==> config.mk <==
export PLATFORM = sky130hd
export DESIGN_NAME = spike_rate_decoder
export DESIGN_NICKNAME = d
export VERILOG_FILES = /design/src/rtl/spike_rate_decoder.sv
export SDC_FILE = /design/constraint.sdc
export NUM_CORES = 1
export LEC_CHECK = 0
export CELL_PAD_IN_SITES_DETAIL_PLACEMENT = 1
export CELL_PAD_IN_SITES_GLOBAL_PLACEMENT = 1
export CORE_MARGIN = 2
export CORE_UTILIZATION = 30
export CTS_CLUSTER_DIAMETER = 30
export DETAILED_ROUTE_END_ITERATION = 16
export PLACE_DENSITY = 0.55
export SKIP_LAST_GASP = 1
export SYNTH_ARGS = -nofsm -noshare
export SYNTH_HDL_FRONTEND = slang
export SYNTH_SLANG_ARGS = --single-unit
==> constraint.sdc <==
create_clock -name clk_i -period 2.6 [get_ports clk_i]
set_input_delay 0.78 -clock clk_i [delete_from_list [all_inputs] [get_ports clk_i]]
set_output_delay 0.78 -clock clk_i [all_outputs]
set_load 0.02 [all_outputs]
==> src/rtl/spike_rate_decoder.sv <==
// spike_rate_decoder
// Counts spikes over a fixed window of WINDOW_LEN clock cycles and presents
// each window's count as an 8-bit rate on a valid/ready output port.
// A result that arrives while the previous one is still unconsumed is
// dropped, and the sticky overrun flag is raised.
// Optional feature, enabled by defining SPIKE_DEC_EMA_EN: the block keeps a
// running average of window results and reports that average instead of the
// raw count. The port list and handshake are the same in both builds.

module spike_rate_decoder #(
  parameter logic [15:0] WINDOW_LEN = 16'd256
) (
  input  logic       clk_i,
  input  logic       rst_ni,
  input  logic       spike_i,
  input  logic       enable_i,
  input  logic       ready_i,
  input  logic       clr_overrun_i,
  output logic [7:0] rate_o,
  output logic       valid_o,
  output logic       overrun_o
);

  typedef enum logic {
    EMPTY = 1'b0,
    FULL  = 1'b1
  } out_state_t;

  localparam logic [15:0] LAST_CYCLE = WINDOW_LEN - 16'd1;

  logic [15:0] win_cnt;
  logic [7:0]  spk_cnt;
  logic [7:0]  rate_r;
  logic        overrun_r;
  out_state_t  state;

  logic        win_end;
  logic [8:0]  raw_sum;
  logic [7:0]  result;
  logic [7:0]  load_val;

  // A window closes on the last counting cycle; a spike on that cycle still
  // belongs to the closing window, so it is folded into the result here.
  assign win_end = enable_i && (win_cnt == LAST_CYCLE);
  assign raw_sum = {1'b0, spk_cnt} + {8'd0, spike_i};
  assign result  = raw_sum[8] ? 8'hFF : raw_sum[7:0];

`ifdef SPIKE_DEC_EMA_EN
  logic [7:0] avg_r;
  logic [8:0] avg_sum;
  logic [7:0] avg_next;

  assign avg_sum  = {1'b0, avg_r} + {1'b0, result};
  assign avg_next = avg_sum[8:1];
  assign load_val = avg_next;

  // Running average advances on every window end, even when the output
  // register is busy and the sample itself ends up dropped.
  always_ff @(posedge clk_i or negedge rst_ni) begin
    if (!rst_ni) begin
      avg_r <= 8'd0;
    end else if (win_end) begin
      avg_r <= avg_next;
    end
  end
`else
  assign load_val = result;
`endif

  // Window and spike counters; dropping enable restarts the window from
  // scratch, and the spike count saturates rather than wrapping.
  always_ff @(posedge clk_i or negedge rst_ni) begin
    if (!rst_ni) begin
      win_cnt <= 16'd0;
      spk_cnt <= 8'd0;
    end else if (!enable_i || (win_cnt == LAST_CYCLE)) begin
      win_cnt <= 16'd0;
      spk_cnt <= 8'd0;
    end else begin
      win_cnt <= win_cnt + 16'd1;
      if (spike_i && (spk_cnt != 8'hFF)) begin
        spk_cnt <= spk_cnt + 8'd1;
      end
    end
  end

  // Output FSM holding one sample; a simultaneous accept and window end
  // replaces the sample in place, while a window end without accept drops
  // the new result and flags it. A same-cycle overrun beats a clear.
  always_ff @(posedge clk_i or negedge rst_ni) begin
    if (!rst_ni) begin
      state     <= EMPTY;
      rate_r    <= 8'd0;
      overrun_r <= 1'b0;
    end else begin
      if (clr_overrun_i) begin
        overrun_r <= 1'b0;
      end
      case (state)
        EMPTY: begin
          if (win_end) begin
            rate_r <= load_val;
            state  <= FULL;
          end
        end
        FULL: begin
          if (win_end) begin
            if (ready_i) begin
              rate_r <= load_val;
            end else begin
              overrun_r <= 1'b1;
            end
          end else if (ready_i) begin
            state <= EMPTY;
          end
        end
      endcase
    end
  end

  assign rate_o    = rate_r;
  assign valid_o   = (state == FULL);
  assign overrun_o = overrun_r;

endmodule
==> results of run 1 <==
## layout make-up
| class | instances | area [sq um] |
|---|---|---|
| fillers | 645 | 3450 |
| flip-flops and latches | 34 | 851 |
| multi-input cells | 124 | 810 |
| repair buffers | 24 | 218 |
| well taps | 72 | 90.1 |
| clock buffers | 7 | 86.3 |
| inverters | 9 | 33.8 |
| clock inverters | 1 | 5.00 |
## metal layers
metal  track usage (%)  up-vias  wire length, um
met3              3.37        4               90
met4              3.56        0               34
met5                 0        -                0
met2              25.0       11             2170
met1              17.5      667             1770
li1                  -      661                -
## synth_stat cells, drive strengths merged
library cell / n / area (sq um)
dfrtp: 34 / 851
nor2: 27 / 101
xnor2: 14 / 123
nand3: 11 / 55.1
inv: 9 / 33.8
nand2: 8 / 30.0
nand4: 7 / 43.8
a21oi: 5 / 25.0
buf: 5 / 36.3
mux2: 5 / 71.3
mux2i: 5 / 50.1
nor4: 5 / 37.5
o21ai: 5 / 25.0
a31oi: 4 / 25.0
ha: 4 / 50.1
or4: 4 / 30.0
clkbuf: 3 / 11.3
nor3: 3 / 15.0
and3: 2 / 12.5
and4: 2 / 17.5
nand2b: 2 / 12.5
o22ai: 2 / 12.5
o31ai: 2 / 15.0
xor2: 2 / 17.5
a21o: 1 / 7.51
a311oi: 1 / 8.76
nand3b: 1 / 7.51
nor3b: 1 / 7.51
o2111ai: 1 / 8.76
## sequential cells by signal, indices dropped and copies added, names as in the netlist
name	cells
valid_o	1
win_cnt	16
spk_cnt	8
overrun_o	1
rate_o	8
## worst paths after layout
kind	start	end	slack (ps)	depth (start not counted)
hold / removal	win_cnt[0]$_DFF_PN0_	win_cnt[0]$_DFF_PN0_	490	1
min in group asynchronous	rst_ni	rate_o[3]$_DFFE_PN0P_	910	2
setup / recovery	win_cnt[8]$_DFF_PN0_	rate_o[4]$_DFFE_PN0P_	300	5
hold reg to reg	win_cnt[0]$_DFF_PN0_	win_cnt[0]$_DFF_PN0_	490	1
setup reg to reg	win_cnt[8]$_DFF_PN0_	rate_o[4]$_DFFE_PN0P_	300	5
max in group asynchronous	rst_ni	spk_cnt[1]$_DFFE_PN0P_	1360	2
## stage by stage
| step | utilization (%) | power (W) | setup slack [ps] | instances |
|---|---|---|---|---|
| finish | 37.8 | 0.00101 | 304 | 271 |
| CTS | 37.8 | 0.00103 | 302 | 271 |
| detailed placement | 36.1 | 0.000612 | 63.5 | 263 |
| floorplan | - | 0.000579 | 604 | 175 |
| global route | 37.8 | 0.00106 | 186 | 271 |
| global placement | 36.1 | 0.000608 | 103 | 263 |
## worst register-to-register path: cells and delay by family (launching register included)
| kind | cells | cell delay (ps) |
|---|---|---|
| DFF | 1 | 430 |
| and+or+nand+nor | 3 | 1410 |
| muxes | 1 | 180 |
| buffers and inverters | 1 | 210 |
## kinds of logic (layout without fill, tap and decap cells)
group	Yosys count	count (layout)
AO/OA/AOI/OAI	21	21
buffers and inverters	17	41
adder cells (fa/ha/maj)	4	4
flip-flops	34	34
AND/OR/NAND/NOR	73	73
XOR/XNOR	16	16
multiplexers	10	10
## power groups by stage
stage,logic [W],registers (W),clock network [W]
floorplan,0.0000274,0.000552,0
global placement,0.0000539,0.000554,0
detailed placement,0.0000572,0.000555,0
CTS,0.0000573,0.000545,0.000429
global route,0.0000631,0.000546,0.000449
finish,0.0000544,0.000545,0.000406
==> summary.txt, run 1 <==
Synth
  – Simple-Gate Fraction of Synth Area: 21.3%
  – Largest family of logic cells by synthesized area: simple AND/OR/NAND/NOR gates
  – Post-Synthesis Cell Area: 1740 sq um
  – Multiplexer area fraction after synthesis: 6.97%
  – Synthesized flop and latch total: 34
  – Syn avg cell area: 9.95 sq um
  – Sequential share of the synthesized area: 48.9%
  – Distinct cells, synth: 34
  – Warnings, synthesis: 0
  – Syn Nets: 185
  – Synth Area in Compound Gates: 7.33%
  – Post-Synth XOR/XNOR Area: 8.05%
  – Gate Count Post-Synth: 175
  – Adder-cell area share of the yosys netlist: 2.87%

Place
  – Port buffer count: 15
  – Detailed Place HPWL: 3.00 mm
  – Gpl congestion: 0.792
  – Post-placement cell area: 2000 sq um

Pwr
  – Logic pwr share: under 10%
  – Sequential fraction of design power: 54.2%
  – Sw Ratio: 23.2%
  – Internal power: 0.000772 W
  – Psw: approximately 0.00023 W
  – Lkg Pwr: about 0.87 nW
  – Clock share of power: 40.4%
  – Worst VDD drop: 0.000242 V
  – P per Cell Area: between 400 and 500 nW/um^2

Clocking
  – CTS Hold Bufs: 0
  – H-tree levels: 2
  – Clk sink count: 34
  – Clock root buffer: clkbuf_8
  – CTS Buf Count: 5
  – Clock buffer depth: 2
  – Clk_lat worst skew: 280 ps
  – CTS clk-pin slew, worst paths: 70 ps
  – CTS resizes: 0
  – TritonCTS clock tree: done
  – Post-CTS Repair Setup Buffers: 0

STA
  – Least-Margin Pin Slew: 446 ps
  – Unrepaired setup endpoints after global routing: false
  – Final setup violation count: 0
  – Fmax: around 0.44 GHz
  – Fin Setup TNS: 0 ps
  – Final Hold Viols: 0
  – Max-slew violation count: 0
  – Final hold slack: 494 ps
  – Post-Route Skew: 8.99 ps
  – Final critical-path required period: between 2000 and 2500 ps
  – Period utilization: ~88%
  – Slew margin rel.: 70.2%

Floorplan
  – Initial core utilization: 31.4%
  – Core Rows: 27
  – Die span in x: 80.2 um
  – Die Area: 6430 sq um
  – I/O pin cnt: 16
  – Die height: 80.2 um
  – Core area: 5540 sq um

Worst hold path
  – Min-Delay Path Class: flop to flop

Routing
  – Post-DR wirelength/cell: 15.0 um
  – Drt pass-1 iters: 4
  – Residual DRC: 0
  – Via count: 1343
  – Post-DRT Antenna Nets: 0
  – Initial drt markers: 28
  – Vias per std cell: between 4 and 5
  – WL final: 4.07 mm

GRT
  – Vias in the first global route: 1411
  – Initial antenna violation count: 0
  – Grt ovf: 0
  – First-pass GRT wire length: 7.04 mm
  – Largest net degree at the start of global routing: 35
  – Tot GR Track Use: 14.3%

Critical path
  – Worst setup EP type: flop
  – Top Family by Delay on Critical Path: simple AND/OR/NAND/NOR gates
  – Max stage delay cell, worst path: or4_1
  – Slowest cell delay on critical path: 550 ps
  – Crit start category: flop
  – WP data arrival: 2500 ps
  – Critical path peak fanout: 7
  – WP data required: 2810 ps
  – Critical path class: flop to flop
  – Buf/Inv on CP: 1
  – Crit path cell chain: or4_1, nor4_2, and3_1, buf_4, mux2i_1

Cells and area
  – Layout Area Growth over Synthesis: 20.2%
  – Most common cell after layout, fill and taps aside: dfrtp_1
  – Most frequent cells in the layout: 34 x dfrtp_1, 27 x nor2_1, 15 x clkdlybuf4s50_1, 14 x xnor2_1, 11 x nand3_1
  – Nets@finish: 208
  – Layout cell share with drive strength beyond 1: 11.1%
  – Post-route cell area: 2090 sq um
  – N_diodes: 0

Flow run
  – Number of max-cap violations: 0

Outcome
  – Status: complete, no violations
No activity file was read; power rests on OpenSTA's default activity.
==> run 2: changes to the inputs <==
CAP_MARGIN = 20   (was not set)
CORE_UTILIZATION = 25   (was 30)
PLACE_DENSITY = 0.47   (was 0.55)
==> run 2 against run 1 <==
Compared with the run above:
- design area grew 0.30%
- die area grew 19%
- via count up 3.9%
- sequential power about the same
- final cell count increased by 2.6%
- non-clock buffer count decreased by 1
- critical path type unchanged
- critical endpoint is now rate_o[0]$_DFFE_PN0P_
- highest routed layer unchanged
==> summary.txt, run 2 (synthesis gave the netlist of run 1 again) <==
Critical path
  – Worst setup EP type: flop
  – Critical path class: flop to flop
  – WP data required: 2800 ps
  – Slowest cell delay on critical path: 560 ps
  – Max stage delay cell, worst path: or4_1
  – Crit path cell chain: or4_1, nor4_2, and3_1, buf_4, mux2i_1
  – Crit start category: flop
  – WP data arrival: 2510 ps
  – Critical path peak fanout: 7
  – Top Family by Delay on Critical Path: simple AND/OR/NAND/NOR gates
  – Buf/Inv on CP: 1

STA
  – Least-Margin Pin Slew: 543 ps
  – Unrepaired setup endpoints after global routing: false
  – Fin Setup TNS: 0 ps
  – Final critical-path required period: roughly 2300 ps
  – Fmax: 0.432 GHz
  – Period utilization: 89.0%
  – Post-Route Skew: between 6 and 7 ps
  – Max-slew violation count: 0
  – Final setup violation count: 0
  – Slew margin rel.: 63.5%
  – Final Hold Viols: 0

Clocking
  – TritonCTS clock tree: done
  – CTS clk-pin slew, worst paths: 70 ps
  – Clk_lat worst skew: roughly 280 ps
  – Clock root buffer: clkbuf_8
  – Clk sink count: 34
  – Post-CTS Repair Setup Buffers: 0
  – CTS resizes: 0
  – H-tree levels: 2
  – CTS Buf Count: 5
  – Clock buffer depth: 2
  – CTS Hold Bufs: 0

Place
  – Placed Cells: between 200 and 300
  – Detailed Place HPWL: 3.12 mm
  – Port buffer count: 15
  – Gpl congestion: 0.736

Routing
  – Residual DRC: 0
  – WL final: 4.23 mm
  – Vias per std cell: 5.02
  – Post-DR wirelength/cell: 15.2 um
  – Initial drt markers: 64
  – Drt pass-1 iters: 4
  – Post-DRT Antenna Nets: 0
  – Via count: 1395

Pwr
  – Design Power: just over 0.001 W
  – P per Cell Area: 480 nW/um^2
  – Lkg Pwr: 0.865 nW
  – Worst VDD drop: roughly 0.00023 V

GRT
  – Vias in the first global route: 1528
  – First-pass GRT wire length: 7.31 mm
  – Tot GR Track Use: 12.5%
  – Grt ovf: 0
  – Largest net degree at the start of global routing: 35
  – Initial antenna violation count: 0

Flow run
  – Number of max-cap violations: 0

Cells and area
  – Filler Cells Inserted: a little under 800
  – Post-Layout Cell Count: 278
  – Largest register FFs: 16
  – Layout cell share with drive strength beyond 1: around 11%
  – Nets@finish: a little over 200
  – Layout Area Growth over Synthesis: 20.5%
  – N_diodes: 0
  – Most common cell after layout, fill and taps aside: dfrtp_1
  – Biggest register: win_cnt
  – Most frequent cells in the layout: 34 x dfrtp_1, 27 x nor2_1, 15 x clkdlybuf4s50_1, 14 x xnor2_1, 11 x nand3_1

Floorplan
  – Core area: 6760 sq um
  – Die height: 87.5 um
  – Core Rows: 30
  – Die span in x: 87.5 um
  – I/O pin cnt: 16
  – Initial core utilization: 25.8%
  – Die Area: 7650 sq um

Outcome
  – Status: complete, no violations

Worst hold path
  – Min-Delay Path Class: flop to flop
==> run 2: metrics by stage <==
stage	util [%]	hold slack [ps]	cell area, sq um	setup slack, ps
after global placement	29.7	466	2000	132
after detailed placement	29.7	493	2000	78.0
after floorplan	-	451	1740	604
final	31.1	497	2100	286
after global routing	31.1	516	2100	82.9
after CTS	31.1	503	2100	223
==> run 2: path summary, 6_finish.rpt <==
| path | startpoint | endpoint | slack (ps) | cells after the start |
|---|---|---|---|---|
| min in group asynchronous | rst_ni | rate_o[6]$_DFFE_PN0P_ | 910 | 2 |
| worst min register to register | win_cnt[0]$_DFF_PN0_ | win_cnt[0]$_DFF_PN0_ | 500 | 1 |
| worst max register to register | win_cnt[8]$_DFF_PN0_ | rate_o[0]$_DFFE_PN0P_ | 290 | 5 |
| worst max-delay path | win_cnt[8]$_DFF_PN0_ | rate_o[0]$_DFFE_PN0P_ | 290 | 5 |
| max in group asynchronous | rst_ni | win_cnt[9]$_DFF_PN0_ | 1360 | 2 |
| worst min-delay path | win_cnt[0]$_DFF_PN0_ | win_cnt[0]$_DFF_PN0_ | 500 | 1 |
==> run 2: cell type report <==
class	count	area, sq um	area share [%]
Clock buffer	6	82.6	3.93
Clock inverter	2	12.5	0.596
Inverter	9	33.8	1.61
Multi-Input combinational cell	124	810	38.6
Sequential cell	34	851	40.5
Tap cell	80	100	4.77
Timing Repair Buffer	23	210	10.0
==> run 2: power by group <==
| part | switching [W] | leakage (nW) | internal, W |
|---|---|---|---|
| logic | 0.0000332 | 0.368 | 0.0000223 |
| registers | 0.00000953 | 0.450 | 0.000536 |
| clock network | 0.000193 | 0.0472 | 0.000213 |
| total | 0.000236 | 0.865 | 0.000771 |
==> run 2: layer usage <==
layer | vias to the layer above | GRT usage, % | routed length, um
met5 | - | 0 | 0
met4 | 0 | 2.52 | 23
met3 | 2 | 3.70 | 103
met2 | 17 | 23.8 | 2410
met1 | 714 | 13.5 | 1690
li1 | 662 | - | -
==> run 3: changes to the inputs <==
GPL_TIMING_DRIVEN = 0   (was not set)
PLACE_DENSITY = not set   (was 0.47)
PLACE_DENSITY_LB_ADDON = 0.2   (was not set)
==> run 3 against run 2 <==
Compared with the run above:
- power is 0.18% higher
- design area is 1.0% lower
- sequential share of layout area is 0.41 points higher
- wire length is 8.4% lower
- sequential power hardly changed
- worst hold slack worse by 16 ps
- clock-buffer cell count is 1 higher
- utilization is 0.31 points lower
- combinational power is 5.6% lower
- non-clock buffer count stayed put
- critical path type is now input pin to flop
==> summary.txt, run 3 (synthesis gave the netlist of run 1 again) <==
Outcome
  – Status: complete, no violations

Routing
  – Residual DRC: 0
  – WL final: 3.87 mm
  – Initial drt markers: 35
  – Via count: about 1300
  – Drt pass-1 iters: 4
  – Post-DRT Antenna Nets: 0
  – Vias per std cell: 4.83
  – Post-DR wirelength/cell: between 10 and 15 um

Cells and area
  – Post-route cell area: 2080 sq um
  – Biggest register: win_cnt
  – Most frequent cells in the layout: 34 x dfrtp_1, 27 x nor2_1, 14 x xnor2_1, 14 x clkdlybuf4s50_1, 11 x nand3_1
  – Largest register FFs: 16
  – N_diodes: 0
  – Fin util: between 30% and 40%
  – Nets@finish: slightly above 200
  – Most common cell after layout, fill and taps aside: dfrtp_1
  – Layout cell share with drive strength beyond 1: a little under a tenth
  – Layout Area Growth over Synthesis: 19.3%

STA
  – Final critical-path required period: 2360 ps
  – Least-Margin Pin Slew: 809 ps
  – Unrepaired setup endpoints after global routing: false
  – Period utilization: 90.9%
  – Slew margin rel.: a little under half
  – Final setup violation count: 0
  – Max-slew violation count: 0
  – Post-Route Skew: 6.01 ps
  – Final Hold Viols: 0
  – Fmax: 0.423 GHz
  – Worst setup margin: about 240 ps

Pwr
  – P per Cell Area: 485 nW/um^2
  – Design Power: between 0.001 and 0.0015 W
  – Lkg Pwr: 0.856 nW
  – Worst VDD drop: 0.000208 V

Worst hold path
  – Min-Delay Path Class: flop to flop

Critical path
  – Crit path cell chain: clkdlybuf4s50_1, ha_1, ha_1, nand3_1, nand2_1, mux2_2, mux2_4
  – Max stage delay cell, worst path: clkdlybuf4s50_1
  – WP data arrival: approximately 2500 ps
  – WP data required: between 2000 and 3000 ps
  – Worst setup EP type: flop
  – Top Family by Delay on Critical Path: buffers and inverters
  – Critical Path Most Common Cell: ha_1
  – Slowest cell delay on critical path: between 500 and 600 ps
  – Critical path peak fanout: 6
  – Buf/Inv on CP: 1
  – Critical path class: input pin to flop
  – Crit start category: input pin

Clocking
  – Clock root buffer: clkbuf_8
  – Clock buffer depth: 2
  – Clk sink count: 34
  – CTS resizes: 0
  – Clk_lat worst skew: 290 ps
  – CTS Buf Count: 5
  – CTS clk-pin slew, worst paths: 70 ps
  – Post-CTS Repair Setup Buffers: 0
  – H-tree levels: 2
  – CTS Hold Bufs: 0
  – TritonCTS clock tree: done

GRT
  – Largest net degree at the start of global routing: 35
  – Met2 usage: 18.9%
  – Met1 Use GR: 14.1%
  – Vias in the first global route: 1444
  – GR peak layer: met2
  – First-pass GRT wire length: about 6.8 mm
  – Met3 GRT Util: 2.84%
  – Initial antenna violation count: 0
  – Tot GR Track Use: 11.4%
  – Grt ovf: 0

Floorplan
  – Core area: about 6800 sq um
  – Die span in x: 87.5 um
  – Initial core utilization: 25.8%
  – Core Rows: 30
  – I/O pin cnt: 16
  – Die Area: 7650 sq um
  – Die height: 87.5 um

Place
  – Port buffer count: 15
  – Post-placement cell area: approximately 2000 sq um
  – Gpl congestion: 0.711
  – Detailed Place HPWL: 2.71 mm
  – Pre-CTS WS: -63.2 ps

Flow run
  – Number of max-cap violations: 0
==> run 3: changes by cell type in the layout (fill, tap and decap cells not counted) <==
cell	change
buf_2	+3
buf_4	-6
buf_6	+1
clkbuf_1	+4
clkdlybuf4s50_1	-1
clkinvlp_4	-1
==> run 3: final cells by class <==
cell class | instances | area [sq um]
tap | 80 | 100
fill | 782 | 4680
sequential | 34 | 851
inverter | 9 | 33.8
timing repair buffer | 15 | 145
buffer | 8 | 47.5
clock inverter | 1 | 5.00
multi-input combinational | 124 | 810
clock buffer | 7 | 86.3
==> run 3: worst paths after layout <==
check	start	to	slack [ps]	depth (start not counted)
max	spike_i	rate_o[7]$_DFFE_PN0P_	240	7
min	win_cnt[0]$_DFF_PN0_	win_cnt[0]$_DFF_PN0_	480	1
max reg2reg	win_cnt[0]$_DFF_PN0_	rate_o[3]$_DFFE_PN0P_	500	6
min reg2reg	win_cnt[0]$_DFF_PN0_	win_cnt[0]$_DFF_PN0_	480	1
max in group asynchronous	rst_ni	win_cnt[15]$_DFF_PN0_	1510	1
min in group asynchronous	rst_ni	rate_o[4]$_DFFE_PN0P_	580	1
==> run 3: metrics by stage <==
stage	hold slack [ps]	setup TNS, ps	instances
6_report	481	0	278
4_1_cts	490	0	278
2_1_floorplan	451	0	175
3_5_place_dp	480	-111	270
3_3_place_gp	479	-5320	270
5_1_grt	534	0	278
==> run 3: power breakdown <==
group | internal, W | switching (W) | leakage (nW)
clock network | 0.000214 | 0.000199 | 0.0482
logic | 0.0000202 | 0.0000322 | 0.357
registers | 0.000536 | 0.00000779 | 0.450
total | 0.000770 | 0.000239 | 0.856
==> run 3: per-layer routing <==
layer,wire (um),part of all wire [%]
met4,63,1.6
met1,1830,47
met2,1890,49
met5,0,0
met3,94,2.4
==> run 3: worst register-to-register path: cells and delay by family (launching register included) <==
family	cells	cell delay (ps)
adder cells (fa/ha/maj)	1	200
buffers and inverters	1	160
flip-flops	1	390
multiplexers	1	310
AND/OR/NAND/NOR	3	930
